[config.mk]
export PLATFORM = sky130hd
export DESIGN_NAME = tap_ctrl
export DESIGN_NICKNAME = d
export VERILOG_FILES = /design/src/rtl/tap_pkg.sv /design/src/rtl/tap_fsm.sv /design/src/rtl/tap_ctrl.sv
export SDC_FILE = /design/constraint.sdc
export NUM_CORES = 1
export LEC_CHECK = 0
export CORE_UTILIZATION = 60
export CTS_CLUSTER_SIZE = 14
export DETAILED_ROUTE_END_ITERATION = 12
export GPL_TIMING_DRIVEN = 0
export PLACE_DENSITY = 0.81
export SLEW_MARGIN = 20
export SYNTH_ARGS = -nofsm -noshare
export SYNTH_HDL_FRONTEND = slang
export SYNTH_SLANG_ARGS = --single-unit
[constraint.sdc]
create_clock -name TCK -period 2.6 [get_ports TCK]
set_input_delay 0.52 -clock TCK [delete_from_list [all_inputs] [get_ports TCK]]
set_output_delay 0.52 -clock TCK [all_outputs]
set_load 0.02 [all_outputs]
[src/rtl/tap_pkg.sv]
// Shared TAP controller encodings: state codes, instruction opcodes and IR capture pattern.
package tap_pkg;

  localparam int IR_WIDTH_DEF = 4;

  typedef enum logic [3:0] {
    EX2DR   = 4'h0,
    EX1DR   = 4'h1,
    SHDR    = 4'h2,
    PAUSEDR = 4'h3,
    SELIR   = 4'h4,
    UPDDR   = 4'h5,
    CAPDR   = 4'h6,
    SELDR   = 4'h7,
    EX2IR   = 4'h8,
    EX1IR   = 4'h9,
    SHIR    = 4'hA,
    PAUSEIR = 4'hB,
    RTI     = 4'hC,
    UPDIR   = 4'hD,
    CAPIR   = 4'hE,
    TLR     = 4'hF
  } tap_state_e;

  localparam logic [IR_WIDTH_DEF-1:0] OP_EXTEST  = 4'b0000;
  localparam logic [IR_WIDTH_DEF-1:0] OP_SAMPLE  = 4'b0001;
  localparam logic [IR_WIDTH_DEF-1:0] OP_IDCODE  = 4'b0010;
  localparam logic [IR_WIDTH_DEF-1:0] OP_BYPASS  = 4'b1111;
  localparam logic [IR_WIDTH_DEF-1:0] IR_CAPTURE = 4'b0001;

endpackage

[src/rtl/tap_fsm.sv]
// 16-state TAP controller state machine, advanced by TMS on the rising edge of TCK.
module tap_fsm
  import tap_pkg::*;
(
  input  logic       TCK,
  input  logic       TRST,
  input  logic       TMS,
  output tap_state_e state
);

  tap_state_e state_q;

  always_ff @(posedge TCK or posedge TRST) begin
    if (TRST) begin
      state_q <= TLR;
    end else begin
      case (state_q)
        TLR:     state_q <= TMS ? TLR   : RTI;
        RTI:     state_q <= TMS ? SELDR : RTI;
        SELDR:   state_q <= TMS ? SELIR : CAPDR;
        CAPDR:   state_q <= TMS ? EX1DR : SHDR;
        SHDR:    state_q <= TMS ? EX1DR : SHDR;
        EX1DR:   state_q <= TMS ? UPDDR : PAUSEDR;
        PAUSEDR: state_q <= TMS ? EX2DR : PAUSEDR;
        EX2DR:   state_q <= TMS ? UPDDR : SHDR;
        UPDDR:   state_q <= TMS ? SELDR : RTI;
        SELIR:   state_q <= TMS ? TLR   : CAPIR;
        CAPIR:   state_q <= TMS ? EX1IR : SHIR;
        SHIR:    state_q <= TMS ? EX1IR : SHIR;
        EX1IR:   state_q <= TMS ? UPDIR : PAUSEIR;
        PAUSEIR: state_q <= TMS ? EX2IR : PAUSEIR;
        EX2IR:   state_q <= TMS ? UPDIR : SHIR;
        UPDIR:   state_q <= TMS ? SELDR : RTI;
        default: state_q <= TLR;
      endcase
    end
  end

  assign state = state_q;

endmodule

[src/rtl/tap_ctrl.sv]
// TAP controller top: instruction/data registers, BSR strobe decode and TDO multiplexing.
module tap_ctrl
  import tap_pkg::*;
#(
  parameter int          IR_WIDTH   = IR_WIDTH_DEF,
  parameter logic [31:0] IDCODE_VAL = 32'h1000_0001
) (
  input  logic       TCK,
  input  logic       TRST,
  input  logic       TMS,
  input  logic       TDI,
  input  logic       bsr_so,
  output logic       TDO,
  output logic       tdo_en,
  output logic       ShiftDR,
  output logic       CaptureDR,
  output logic       UpdateDR,
  output logic       mode,
  output logic [3:0] state
);

  tap_state_e          fsmState;
  logic [IR_WIDTH-1:0] irShift_q;
  logic [IR_WIDTH-1:0] irActive_q;
  logic                bypass_q;
  logic [31:0]         idcode_q;
  logic                tdo_q, tdoEn_q;
  logic                tdo_d, tdoEn_d;
  logic                bsrSel, idcodeSel, drBit;

  tap_fsm uFsm (
    .TCK   (TCK),
    .TRST  (TRST),
    .TMS   (TMS),
    .state (fsmState)
  );

  assign state = fsmState;

  always_ff @(posedge TCK or posedge TRST) begin
    if (TRST) begin
      irShift_q <= IR_WIDTH'(IR_CAPTURE);
    end else if (fsmState == CAPIR) begin
      irShift_q <= IR_WIDTH'(IR_CAPTURE);
    end else if (fsmState == SHIR) begin
      irShift_q <= {TDI, irShift_q[IR_WIDTH-1:1]};
    end
  end

  always_ff @(posedge TCK or posedge TRST) begin
    if (TRST) begin
      bypass_q <= 1'b0;
    end else if (fsmState == CAPDR) begin
      bypass_q <= 1'b0;
    end else if (fsmState == SHDR) begin
      bypass_q <= TDI;
    end
  end

  always_ff @(posedge TCK or posedge TRST) begin
    if (TRST) begin
      idcode_q <= IDCODE_VAL;
    end else if (idcodeSel && fsmState == CAPDR) begin
      idcode_q <= IDCODE_VAL;
    end else if (idcodeSel && fsmState == SHDR) begin
      idcode_q <= {TDI, idcode_q[31:1]};
    end
  end

  // Falling-edge side: TLR forces IDCODE so a TMS-only reset matches TRST.
  always_ff @(negedge TCK or posedge TRST) begin
    if (TRST) begin
      irActive_q <= IR_WIDTH'(OP_IDCODE);
      tdo_q      <= 1'b0;
      tdoEn_q    <= 1'b0;
    end else begin
      if (fsmState == UPDIR) begin
        irActive_q <= irShift_q;
      end else if (fsmState == TLR) begin
        irActive_q <= IR_WIDTH'(OP_IDCODE);
      end
      tdo_q   <= tdo_d;
      tdoEn_q <= tdoEn_d;
    end
  end

  always_comb begin
    bsrSel    = (irActive_q == IR_WIDTH'(OP_EXTEST)) || (irActive_q == IR_WIDTH'(OP_SAMPLE));
    idcodeSel = (irActive_q == IR_WIDTH'(OP_IDCODE));
    drBit     = bsrSel ? bsr_so : (idcodeSel ? idcode_q[0] : bypass_q);
    tdo_d     = 1'b0;
    tdoEn_d   = 1'b0;
    if (fsmState == SHIR) begin
      tdo_d   = irShift_q[0];
      tdoEn_d = 1'b1;
    end else if (fsmState == SHDR) begin
      tdo_d   = drBit;
      tdoEn_d = 1'b1;
    end
  end

  assign mode      = (irActive_q == IR_WIDTH'(OP_EXTEST));
  assign ShiftDR   = (fsmState == SHDR)  && bsrSel;
  assign CaptureDR = (fsmState == CAPDR) && bsrSel;
  assign UpdateDR  = (fsmState == UPDDR) && bsrSel;
  assign TDO       = tdo_q;
  assign tdo_en    = tdoEn_q;

endmodule

Word level (Yosys, flattened, before mapping). Index checks and enable logic that the tools add are counted. W data, S select, Z words.

$add $sub $neg: 0. Multiply operators: 0. Divide/modulo/power cells: 0. Magnitude comparators: 0. Equality and inequality tests: 17. Shift-type cells: 0. Muxes and demuxes: 27. Bitwise operators: 0. Reductions and logical operators: 15.

Operator list (number): $mux W32 (2); $pmux W4 S12 (1); $eq A4 B4 Y1 const B (8); $mux W4 (5); $eq A4 B3 Y1 const B (4); $eq A4 B2 Y1 const B (3); $mux W2 (6); $mux W3 (4); $mux W1 (9); $eq A4 B1 Y1 const B (2); $logic_not A4 Y1 (2); $reduce_bool A2 Y1 (4); $logic_and A1 B1 Y1 (5); $reduce_or A2 Y1 (2); $reduce_or A3 Y1 (1); $logic_or A1 B1 Y1 (1).

Bits in registers: 47. Bits in latches: 0. Memory bits (writable): 0. ROM bits: 0. Input port bits: 5. Output and inout bits: 10. Logic and storage cells: 66. Memories kept: 0.

Depth between registers and ports, before layout. Gate-level depths: netlist of the first run.

Word-level depth: 5. Depth in mapped cells: 5.

Hierarchy. Synthesis of the first run repeated with hierarchy kept, for this count alone.

Cells, all modules: 185. Area total of the unflattened synthesis: 2289.7 µm².

By module, submodules not included: tap_ctrl (times used 1, cells each 165, area an instance 2088.3 µm², sequential area each 1081.0 µm²); tap_fsm (times used 1, cells each 20, area an instance 201.4 µm², sequential area each 105.1 µm²).

==> results.yml, run 1 <==
status:
  outcome: "complete, but fails checks"
  violations: "setup timing"
die:
  start_util: 0.630
  chipHeight_microns: 64.0
  dieArea_sq_um: 4100
  die_width_microns: 64.0
  pin_count: 15
  core_area_sq_um: 3660
  rows: 22
routing:
  drtPass1Iterations: 4
  wl_mm: 4.20
  drc: 0
  wl_met3_microns: 108
  drt-initial-drc-count: 68
  avgRoutedWirePerCell_microns: 15.8
  met2WireLength_mm: 2.17
  drt-vias-per-instance: 5.37
  drt-met1-wl_mm: 1.88
  ant_nets: 0
  top_layer: "met4"
  vias: 1429
setup_path:
  critPathKind: "reg2out"
  crit_path_max_fanout: 3
  required_ns: 2.08
  reg2reg_depth: 5
  r2r_slack_ns: -0.45
  r2r-start: "irActive_q[1]"
  critPathLaunch: "irActive_q[1]"
  startpoint_type: "flop"
  critPathArrivalTime_ns: 2.67
  endpoint_kind: "output pin"
clock_network:
  cts_sinks: 47
  clock_path_buffers: 2
  cts_inserted_buffers: 5
  cts.htree.levels: 2
  tritoncts: "built"
  clockRootBuffer: "clkbuf_8"
  postCtsHoldBufs: 0
  clock_latency_ns: 0.37
  clkTransAtPathRegs_ns: 0.08
yosys:
  synth_top_cell_area_share: 0.369
  synthDistinctLibCells: 33
  synthCells: 187
  synth_nets: 192
  syn_avg_cell_area_sq_um: 12.3
  synth_area_leaders: "dfrtp_1 (37%), mux2_4 (18%), dfstp_2 (9.1%)"
  ys_seq_area_frac: 0.514
  ys_ff_latch: 47
  ys.warnings.count: 0
  yosysTopAreaCell: "dfrtp_1"
  synth_area_sq_um: 2310
timing:
  rsz0062_at_grt: "yes"
  timing.final.ws_setup_ns: -0.589
  worst_clock_skew_ns: 0.0817
  max_slew_margin: 0.627
  setup_viol_count_final: 38
  hold_ws_ns: 0.490
  slew_violations: 0
  setup_tns_ns: -15.57
  hold_viol: 0
  worst_pin_slew_ns: 0.559
final_layout:
  final_cell_mix: "dfrtp_1 (34), nor2b_1 (31), mux2_4 (28), nand2_1 (13), buf_6 (12)"
  fillCellCount: 214
  final_common_cell: "dfrtp_1"
  design_area_sq_um: 2800
  synthToLayoutAreaGrowth_pct: 21.4
  fin_util: 0.765
  fin_cells: 266
  drive_gt1_frac: 0.390
  diodes: 0
  final_nets: 222
power_and_ir_drop:
  switchingPower_uw: 911
  seqPwrFrac: 0.416
  power_density_nw_per_um2: 898
  netSwitchingFraction: 0.362
  p_int_mw: 1.60
  ir_worst_vdd_v: 0.000799
  p_total_mw: 2.51
  pwr-share-clk: 0.170
  leakage_nw: 1.38
  pwr-share-comb: 0.414
worst_hold_path:
  hp-start: "idcode_q[28]"
  hold_class: "reg2reg"
  hold_depth: 2
global_routing:
  first_global_vias: 1452
  grt_pass1_wl_mm: 6.80
  grt_use_total: 0.218
  antenna_found_initial: 0
  grt_max_degree: 48
  overflow: 0
placed_design:
  dp.cells: 249
  placed_cell_area_sq_um: 2550
  place_ws_ns: -0.744
  gp_congestion: 0.769
  place.detailed.hpwl_mm: 2.68
  numPortBuffers: 14
job:
  drv_cap: 0
## Yosys cell counts (all sizes together)
| master | number |
|---|---|
| o211ai | 1 |
| a21oi | 1 |
| buf | 7 |
| clkbuf | 4 |
| mux2 | 32 |
| dfstp | 8 |
| a21boi | 1 |
| dfrtp | 34 |
| inv | 6 |
| nand4b | 1 |
| dfrtn | 5 |
| mux2i | 2 |
| nor4 | 2 |
| nand3b | 1 |
| nand3 | 1 |
| a22oi | 1 |
| nor3b | 1 |
| nor2 | 8 |
| o221ai | 1 |
| o22ai | 1 |
| nand2 | 13 |
| a31o | 1 |
| and3 | 1 |
| and4b | 1 |
| o21a | 2 |
| nor3 | 3 |
| or4 | 1 |
| a21o | 1 |
| nor2b | 31 |
| o21ai | 9 |
| nand2b | 6 |
## power by group through the flow
| stage | Clock [mW] | Combinational (mW) | Sequential, mW |
|---|---|---|---|
| after floorplan | 0.00481 | 0.624 | 1.06 |
| after global placement | 0.00481 | 0.889 | 1.03 |
| after detailed placement | 0.00481 | 0.915 | 1.04 |
| after CTS | 0.434 | 0.965 | 1.02 |
| after global routing | 0.466 | 1.12 | 1.07 |
| final | 0.428 | 1.04 | 1.05 |
## metal layers
metal | vias to the layer above | GRT usage
li1 | 688 | -
met1 | 712 | 0.285
met2 | 22 | 0.364
met3 | 7 | 0.0464
met4 | 0 | 0.0653
met5 | - | 0
## logic make-up (layout without fill, tap and decap cells)
kind of cell	Yosys count	count (layout)	share of synthesized area
muxes	34	34	0.211
AOI/OAI and AO/OA	19	19	0.0515
and+or+nand+nor	70	70	0.181
buffers and inverters	17	48	0.0423
DFF	47	47	0.514
## worst max-delay path, cell delays in order (launching register included)
cell	delay [ns]
dfstp_2	0.39
nor3_4	0.21
and4b_2	0.28
buf_6	0.12
## registers in the layout, summed over array words and instances (netlist names)
register    cells
idcode_q       32
irActive_q      4
irShift_q       4
uFsm.state      4
TDO             1
bypass_q        1
tdo_en          1
## final cells by class
class                   instances  area (sq um)  share of cell area
plain buffers                   9          88.8              0.0317
clock buffers                   6          72.6              0.0259
clock inverters                 3          16.3             0.00581
inverters                       5          22.5             0.00805
multi-input cells             123          1080               0.385
flip-flops and latches         47          1190               0.424
well taps                      48          60.1              0.0215
repair buffers                 25           274              0.0979
## path summary, 6_finish.rpt
path	endpoint
worst max-delay path	UpdateDR
worst min-delay path	idcode_q[28]
worst max register to register	idcode_q[9]
worst min register to register	idcode_q[28]
max in group asynchronous	irActive_q[1]
min in group asynchronous	idcode_q[4]
## timing repair
item	4_1_cts	5_1_grt
gates resized for setup	41	12
setup endpoints to repair	42	44
cloned	0	1
pin swaps	4	0
setup buffers	3	6
Note: power is estimated with default switching activity, not from simulation.
==> run 2: changes to the inputs <==
DONT_BUFFER_PORTS = 1   (was not set)
PLACE_DENSITY = 0.76   (was 0.81)
==> run 2 against run 1 <==
Effect of this change:
- the run still ends with setup timing left
- clock power is 21% higher
- final area is 2.1% lower
- sequential share of layout area is 0.93 points higher
- clock-buffer cell count is 1 higher
- largest cell class unchanged
- largest power group unchanged
==> results.yml, run 2 (same netlist as run 1, synthesis figures left out) <==
status:
  outcome: "complete, but fails checks"
  violations: "setup timing"
timing:
  max_slew_margin: 0.350
  setup_tns_ns: -13.00
  rsz0062_at_grt: "yes"
  setup_viol_count_final: 38
  slew_violations: 0
  worst_clock_skew_ns: 0.0630
  timing.final.ws_setup_ns: -0.479
  worst_pin_slew_ns: 0.973
  hold_viol: 0
  hold_ws_ns: 0.295
global_routing:
  grt_pass1_wl_mm: 7.38
  grt_max_degree: 48
  overflow: 0
  antenna_found_initial: 0
  grt_use_total: 0.242
  first_global_vias: 1567
final_layout:
  fin_cells: 259
  design_area_sq_um: 2740
  final_nets: 215
  regMostFlops: "idcode_q"
  diodes: 0
  multi_input_area_sq_um: 1100
  fillCellCount: 218
  largest_reg_flops: 32
  final_common_cell: "dfrtp_1"
  synthToLayoutAreaGrowth_pct: 18.8
  drive_gt1_frac: 0.431
  regArea_sq_um: 1190
  final_cell_mix: "dfrtp_1 (34), nor2b_1 (31), mux2_4 (28), buf_4 (15), nand2_1 (11)"
placed_design:
  placed_cell_area_sq_um: 2410
  numPortBuffers: 0
  gp_congestion: 0.773
  dp.cells: 235
  place.detailed.hpwl_mm: 2.69
setup_path:
  worstSetupEndpoint: "UpdateDR"
  r2r_slack_ns: -0.38
  crit_path_max_fanout: 3
  critPathArrivalTime_ns: 2.56
  startpoint_type: "flop"
  timing.rr.end: "idcode_q[29]"
  endpoint_kind: "output pin"
  critPathKind: "reg2out"
  reg2reg_depth: 5
  r2r-start: "irActive_q[1]"
  required_ns: 2.08
  critPathLaunch: "irActive_q[2]"
clock_network:
  tritoncts: "built"
  clockRootBuffer: "clkbuf_8"
  clock_latency_ns: 0.35
  clkTransAtPathRegs_ns: 0.09
  cts.htree.levels: 2
  cts_sinks: 47
  postCtsHoldBufs: 0
  clock_path_buffers: 2
  cts_inserted_buffers: 5
power_and_ir_drop:
  p_total_mw: 2.68
  power_density_nw_per_um2: 979
  leakage_nw: 1.35
  ir_worst_vdd_v: 0.000738
die:
  dieArea_sq_um: 4100
  chipHeight_microns: 64.0
  die_width_microns: 64.0
  pin_count: 15
  start_util: 0.630
  rows: 22
  core_area_sq_um: 3660
worst_hold_path:
  hold_class: "in2async"
job:
  drv_cap: 0
routing:
  drtPass1Iterations: 6
  drt-vias-per-instance: 5.51
  ant_nets: 0
  drc: 0
  avgRoutedWirePerCell_microns: 17.0
  vias: 1426
  drt-initial-drc-count: 37
  wl_mm: 4.42
run 2: stage by stage:
| step | utilization | setup WS (ns) |
|---|---|---|
| after CTS | 0.725 | -0.488 |
| after detailed placement | 0.659 | -0.222 |
| final | 0.748 | -0.479 |
| after global placement | 0.659 | -0.226 |
| after floorplan | - | -0.134 |
| after global routing | 0.748 | -0.528 |
run 2: timing repair:
item	4_1_cts	5_1_grt
gates cloned	0	0
resized for setup	12	16
setup buffers	11	6
pin swaps	4	6
setup endpoints to repair	42	42
run 2: worst max-delay path, stage by stage, from the launching register on:
cell and delay [ns]:
dfrtn_1 0.41, nor3_4 0.23, and4b_2 0.32
run 2: how the worst min path moves through the flow:
| stage | slack [ns] | depth (start not counted) | start | endpoint |
|---|---|---|---|---|
| after detailed placement | 0.48 | 2 | idcode_q[0] | idcode_q[0] |
| after floorplan | 0.45 | 2 | idcode_q[0] | idcode_q[0] |
| final | 0.30 | 1 | TRST | idcode_q[12] |
| after global placement | 0.46 | 2 | idcode_q[0] | idcode_q[0] |
| after CTS | 0.32 | 1 | TRST | idcode_q[13] |
| after global routing | 0.35 | 1 | TRST | idcode_q[14] |
run 2: layout make-up:
type / count / share of cell area
clock buffer: 7 / 0.0393
inverter: 5 / 0.00822
sequential: 47 / 0.433
buffer: 10 / 0.0402
tap: 48 / 0.0219
multi-input combinational: 123 / 0.403
clock inverter: 2 / 0.00320
timing repair buffer: 17 / 0.0507
run 2: layer usage:
layer  GRT usage  part of all wire  up-vias
met5           0                 0        -
met4      0.0767             0.012        0
met3      0.0643             0.026        8
met2       0.434              0.53       26
met1       0.279              0.43      719
li1            -                 -      673
run 2: power by group:
group          switching, mW  internal, mW  total [mW]  leakage [nW]
Combinational          0.550         0.520        1.07         0.661
Clock                  0.242         0.275       0.516        0.0647
Sequential             0.188         0.909        1.10         0.622
Total                  0.980          1.70        2.68          1.35
==> run 3: changes to the inputs <==
CORE_UTILIZATION = 56   (was 60)
HOLD_SLACK_MARGIN = 0.15   (was not set)
PLACE_DENSITY = 0.74   (was 0.76)
clock period = 2.5 ns   (was 2.6 ns; I/O delays follow)
==> run 3 against run 2 <==
Effect of this change:
- the flow still finishes with violations (setup timing)
- worst setup slack worse by 0.067 ns
- first-iteration DRC count is 35% higher
- sequential power is 4% higher
- highest routed layer unchanged
- final cell count is 1.5% lower
- sequential cell count stayed put
==> results.yml, run 3 (same netlist as run 1, synthesis figures left out) <==
job:
  drv_cap: 0
global_routing:
  antenna_found_initial: 0
  grt_max_degree: 48
  grt_use_met2: 0.352
  grt_use_total: 0.214
  grt_util_met3: 0.0672
  top_usage_layer: "met2"
  first_global_vias: 1475
  grt_util_met1: 0.275
  grt_pass1_wl_mm: 6.94
  overflow: 0
setup_path:
  timing.rr.end: "idcode_q[12]"
  required_ns: 2.00
  crit_path_max_fanout: 6
  startpoint_type: "flop"
  reg2reg_depth: 6
  r2r-start: "irActive_q[2]"
  critPathKind: "reg2out"
  critPathArrivalTime_ns: 2.55
  endpoint_kind: "output pin"
  r2r_slack_ns: -0.49
timing:
  setup_tns_ns: -16.54
  slew_violations: 0
  worst_pin_slew_ns: 0.421
  setup_viol_count_final: 39
  max_slew_margin: 0.719
  timing.final.ws_setup_ns: -0.546
  rsz0062_at_grt: "yes"
  hold_ws_ns: 0.386
  worst_clock_skew_ns: 0.0577
  hold_viol: 0
die:
  rows: 22
  chipHeight_microns: 66.2
  dieArea_sq_um: 4380
  die_width_microns: 66.2
  pin_count: 15
  core_area_sq_um: 3800
  start_util: 0.607
final_layout:
  fin_cells: 255
  regMostFlops: "idcode_q"
  fin_util: 0.709
  final_cell_mix: "dfrtp_1 (34), nor2b_1 (31), mux2_4 (28), nand2_1 (12), buf_4 (10)"
  drive_gt1_frac: 0.396
  fillCellCount: 253
  diodes: 0
  synthToLayoutAreaGrowth_pct: 16.9
  final_common_cell: "dfrtp_1"
  final_nets: 211
  largest_reg_flops: 32
worst_hold_path:
  hold_class: "in2reg"
  hold_depth: 2
  hp-start: "TMS"
  min_to: "uFsm.state[1]"
power_and_ir_drop:
  ir_worst_vdd_v: 0.000776
  power_density_nw_per_um2: 995
  leakage_nw: 1.33
clock_network:
  cts.htree.levels: 2
  clock_path_buffers: 2
  tritoncts: "built"
  cts_sinks: 47
  clock_latency_ns: 0.34
  cts_inserted_buffers: 5
  clkTransAtPathRegs_ns: 0.08
  clockRootBuffer: "clkbuf_8"
status:
  violations: "setup timing"
  outcome: "complete, but fails checks"
routing:
  drt-vias-per-instance: 5.50
  wl_mm: 4.02
  ant_nets: 0
  vias: 1403
  drtPass1Iterations: 4
  drt-initial-drc-count: 50
  drc: 0
  avgRoutedWirePerCell_microns: 15.8
placed_design:
  place.detailed.hpwl_mm: 2.55
  gp_congestion: 0.762
  numPortBuffers: 0
  dp.cells: 235
## run 3: worst max-delay path: stages (launching register included)
cell     delay (ns)
dfstp_2        0.62
nor3_4         0.07
and4b_2        0.26
## run 3: through the flow
stage          power, mW  cell area, sq um  setup WS, ns
6_report            2.68              2700        -0.546
3_5_place_dp        1.95              2430        -0.263
5_1_grt             2.84              2700        -0.602
3_3_place_gp        1.91              2430        -0.260
4_1_cts             2.60              2620        -0.587
2_1_floorplan       1.78              2370        -0.164
## run 3: metal layers
| layer | part of all wire | vias to the layer above |
|---|---|---|
| met3 | 0.032 | 5 |
| met5 | 0 | - |
| met1 | 0.47 | 703 |
| li1 | - | 663 |
| met2 | 0.49 | 32 |
| met4 | 0.0057 | 0 |
## run 3: report_power, final
group          switching (mW)  internal, mW
Sequential              0.195         0.945
Combinational           0.524         0.472
Clock                   0.238         0.309
Total                   0.956          1.73
## run 3: worst max path at each step
stage                              from            to  slack, ns
after global placement    irActive_q[2]      UpdateDR      -0.26
after detailed placement  irActive_q[3]  idcode_q[12]      -0.26
after floorplan           irActive_q[3]          mode      -0.16
after CTS                 irActive_q[1]      UpdateDR      -0.59
after global routing      irActive_q[1]      UpdateDR      -0.60
final                     irActive_q[1]      UpdateDR      -0.55
## run 3: area by class of cell
type | count | area [sq um] | share of cell area
flip-flops and latches | 47 | 1190 | 0.440
multi-input cells | 123 | 1100 | 0.407
repair buffers | 13 | 116 | 0.0432
clock buffers | 7 | 97.6 | 0.0362
plain buffers | 10 | 95.1 | 0.0353
well taps | 48 | 60.1 | 0.0223
inverters | 5 | 22.5 | 0.00836
clock inverters | 2 | 21.3 | 0.00789
## run 3: what timing repair did
item	CTS	global route
gates resized for setup	7	10
buffers inserted	9	2
cloned	0	0
endpoints found under the setup margin	44	44
pin swaps	4	6
hold buffers	0	1
endpoints found under the hold margin	0	10
==> patch 1 (config.mk and constraints of run 1) <==
Put a register stage on the outputs `ShiftDR`, `CaptureDR`, `UpdateDR` and `mode`, cleared by the reset. The values now appear one clock later. The other outputs are not delayed to match.
--- a/src/rtl/tap_ctrl.sv
+++ b/src/rtl/tap_ctrl.sv
@@ -100,8 +100,17 @@
   end
 
-  assign mode      = (irActive_q == IR_WIDTH'(OP_EXTEST));
-  assign ShiftDR   = (fsmState == SHDR)  && bsrSel;
-  assign CaptureDR = (fsmState == CAPDR) && bsrSel;
-  assign UpdateDR  = (fsmState == UPDDR) && bsrSel;
+  always_ff @(posedge TCK or posedge TRST) begin
+    if (TRST) begin
+      ShiftDR   <= '0;
+      CaptureDR <= '0;
+      UpdateDR  <= '0;
+      mode      <= '0;
+    end else begin
+      ShiftDR   <= (fsmState == SHDR)  && bsrSel;
+      CaptureDR <= (fsmState == CAPDR) && bsrSel;
+      UpdateDR  <= (fsmState == UPDDR) && bsrSel;
+      mode      <= (irActive_q == IR_WIDTH'(OP_EXTEST));
+    end
+  end
   assign TDO       = tdo_q;
   assign tdo_en    = tdoEn_q;
Check against the original RTL: not checked (the comparison handles one clock edge and no latches or derived clocks); the edit may change what the design does.
==> patch 1 against run 1 <==
The run still ends with negative setup slack left; synthesized area rose by 4.3%; clock power up 19%; sequential cell count up 4; first-iteration DRC count is 37% higher; worst setup slack improved by 410 ps; sequential share of layout area grew 1.5 points; wire length up 25%; design area increased by 4.8%; non-clock buffer count up 2; total power rose by 7.4%; critical path depth increased by 1; utilization is 1.9 points higher; critical endpoint is now idcode_q[20]; largest cell class unchanged.
==> patch 1: results (changes against run 1) <==
Global routing
  – Total track usage: 27.0% (+5.2 points)
  – Initial antenna violation count: 0 (unchanged)
  – Vias in the first global route: 1,614 (+11%)
  – Largest net degree at the start of global routing: 27 (-44%)

Critical path
  – CP max FO: 5 (+2)
  – Worst path max stage delay: 550 ps (+160 ps)
  – Crit path max-delay family: flip-flops
  – R2R cell count: 4 (-1)
  – Worst path arrival time: 2980 ps (+310 ps)

Synth
  – Average size of a mapped cell: 12.6 um2 (+2.2%)
  – Post-synthesis compound-gate area fraction: 4.94% (-0.21 points)
  – Multiplexer area fraction after synthesis: 20.2% (-0.88 points)
  – Post-synth top cells: dfrtp_1, nor2b_1, mux2_4, nand2_1, o21ai_0
  – Top post-synthesis cells by area: dfrtp_1, mux2_4, dfstp_2
  – Net Count, Synth: 196 (+2.1%)

Placement
  – DP Cell Count: 253 (+1.6%)
  – DP Area: 2630 um2 (+2.9%)
  – Dpl ws: -505 ps (+239 ps)
  – Final GP Congestion: 0.795 (+3.4%)
  – Detail Placement HPWL: 2880 um (+7.5%)

Clock tree
  – CTS H-Tree Depth: 2 (unchanged)
  – Clock Path Buffers: 2 (unchanged)

Drt
  – Via count: 1,536 (+7.5%)
  – Iter 0 DRT Violations: 93 (+37%)
  – Final wirelength: 5250 um (+25%)

STA
  – Worst-margin pin slew: 588 ps (+29.4 ps)
  – Setup violators final: 34 (-11%)
  – Post-route setup slack: -177 ps (+412 ps)
  – Skew final: 61.3 ps (-20.3 ps)

Finish
  – Final nets: 229 (+3.2%)
  – Finished Layout Cells: 273 (+2.6%)
  – Fillers: 229 (+7.0%)
  – Layout cells sized above 1: 35.1% (-3.9 points)

Pwr
  – Pleak: 0.00146 uW (+5.8%)
  – Peak VDD IR: 0.000721 V (-9.7%)

Min path
  – Hold Crit Depth: 2 (unchanged)

Run
  – Max_cap viols: 0 (unchanged)

Outcome
  – Status: finished with violations
  – Failing checks: negative setup slack
-- patch 1: layout make-up --
class	instances	area (um2)	area share (%)
multi-input combinational	123	1050	35.9
inverter	5	22.5	0.768
timing repair inverter	1	7.51	0.256
buffer	8	95.1	3.24
clock inverter	1	3.75	0.128
sequential	51	1290	43.8
clock buffer	8	100	3.41
tap	48	60.1	2.05
timing repair buffer	28	305	10.4
-- patch 1: per-stage QoR --
step	utilization (%)	power [uW]	setup TNS, ps
2_1_floorplan	-	1730	-1420
3_3_place_gp	70.2	1950	-6130
3_5_place_dp	70.2	2010	-7870
4_1_cts	77.6	2610	-4360
5_1_grt	78.4	2830	-5260
6_report	78.4	2700	-4220
-- patch 1: layer usage --
| metal | global-route usage [%] | vias to the layer above | wire [um] |
|---|---|---|---|
| li1 | - | 706 | - |
| met1 | 33.1 | 780 | 2210 |
| met2 | 45.6 | 39 | 2750 |
| met3 | 7.99 | 11 | 188 |
| met4 | 8.70 | 0 | 100 |
| met5 | 0 | - | 0 |
-- patch 1: power breakdown --
group          leakage [uW]  switching, uW  internal [uW]
Sequential         0.000675            148            985
Clock             0.0000568            263            245
Combinational      0.000725            557            503
-- patch 1: what timing repair did --
action                                  4_1_cts  5_1_grt
pin swaps                                     1        0
buffers inserted                              9        2
endpoints found under the setup margin       40       40
gates cloned                                  3        1
gates resized for setup                      24       12
-- patch 1: worst paths after layout --
| kind | from | endpoint | slack [ps] |
|---|---|---|---|
| hold reg to reg | idcode_q[0] | idcode_q[0] | 480 |
| setup reg to reg | irActive_q[1] | idcode_q[20] | -180 |
| min in group asynchronous | TRST | idcode_q[24] | 730 |
| setup / recovery | irActive_q[1] | idcode_q[20] | -180 |
| max in group asynchronous | TRST | irActive_q[1] | 240 |
| hold / removal | idcode_q[0] | idcode_q[0] | 480 |
==> patch 2 (config.mk and constraints of run 1) <==
Without the edit above. The package constant `IR_WIDTH_DEF` goes from 4 to 5.
--- a/src/rtl/tap_pkg.sv
+++ b/src/rtl/tap_pkg.sv
@@ -2,5 +2,5 @@
 package tap_pkg;
 
-  localparam int IR_WIDTH_DEF = 4;
+  localparam int IR_WIDTH_DEF = 5;
 
   typedef enum logic [3:0] {
Function: not checked (the comparison handles one clock edge and no latches or derived clocks); the edit may change what the design does.
==> patch 2 against run 1 <==
The run still ends with negative setup slack left; critical path depth is 1 higher; synthesized area is 4.3% lower; sequential cell count is 2 higher; non-clock buffer count is 3 higher; wire length is 6.1% higher; total power is 9.2% higher; synthesized cell count is 23% higher; die area is 4.2% lower; design area is 4.0% lower; worst setup slack worse by 290 ps.
==> patch 2: results (changes against run 1) <==
Global routing
  – GR Util met1: 34.3% (+5.8 points)
  – First-pass GRT wire length: 7160 um (+5.3%)
  – Vias in the first global route: 1,541 (+6.1%)
  – Largest net degree at the start of global routing: 26 (-46%)
  – Met3 GRT Util: 4.56% (-0.081 points)
  – Total track usage: 24.0% (+2.1 points)
  – Met2 layer usage reported by global route: 35.9% (-0.57 points)

Critical path
  – CP max FO: 4 (+1)
  – Worst path max stage delay: 590 ps (+200 ps)
  – Reg-to-reg endpoint: idcode_q[26]
  – R2R cell count: 7 (+2)
  – Slowest-stage cell, CP: or4_4
  – Worst Setup EP: CaptureDR
  – Reg2reg start: irActive_q[2]

STA
  – Setup TNS: -10,360 ps (+5210 ps)
  – Post-route setup slack: -877 ps (-289 ps)
  – Worst-margin pin slew: 554 ps (-5.03 ps)
  – Hold slack: 481 ps (-8.28 ps)
  – Setup violators final: 38 (unchanged)
  – Skew final: 66.1 ps (-15.6 ps)

Placement
  – DP Area: 2450 um2 (-4.1%)
  – Detail Placement HPWL: 2540 um (-5.3%)
  – Final GP Congestion: 0.807 (+5.0%)

Pwr
  – P_clk: 471 uW (+10%)
  – Clock Power Share: 17.2% (+0.2 points)
  – Seq pwr share: 38.9% (-2.7 points)
  – Pleak: 0.00114 uW (-17%)
  – Switching part of the total: 36.7% (+0.50 points)
  – Peak VDD IR: 0.000728 V (-8.9%)

Drt
  – Via density: 5.46 (+1.6%)
  – Iter 0 DRT Violations: 102 (+50%)
  – Via count: 1,687 (+18%)

Outcome
  – Status: finished with violations
  – Failing checks: negative setup slack

Clock tree
  – Post-CTS Setup Bufs: 4 (+1)

Synth
  – Top post-synthesis cells by area: dfrtp_1, nand2b_1, dfstp_2
  – Multiplexer area fraction after synthesis: 0% (-21 points)
  – Post-synthesis compound-gate area fraction: 13.5% (+8.4 points)
patch 2: cell count changes in the layout (fill, tap and decap cells not counted), sizes merged, moves of 2 or more:
cell / delta
o21ai: +38
a21oi: +3
nor4: -2
nor2b: -29
mux2i: -2
nand2: +35
nand2b: +32
buf: +2
mux2: -32
nor2: -2
patch 2: final cells by class:
class / instances / area share, %
flip-flops and latches: 49 / 46.0
multi-input cells: 162 / 34.5
repair buffers: 24 / 8.43
plain buffers: 13 / 4.10
clock buffers: 6 / 3.07
well taps: 46 / 2.14
inverters: 5 / 0.838
clock inverters: 3 / 0.605
repair inverters: 1 / 0.279
patch 2: logic make-up after synthesis:
logic type / Yosys count
flops: 49
compound gates: 57
simple gates: 105
buf+inv: 19
patch 2: per-layer routing:
layer | vias up | wire length (um)
met3 | 9 | 121
met1 | 836 | 2180
met4 | 0 | 71
met2 | 27 | 2090
met5 | - | 0
li1 | 815 | -
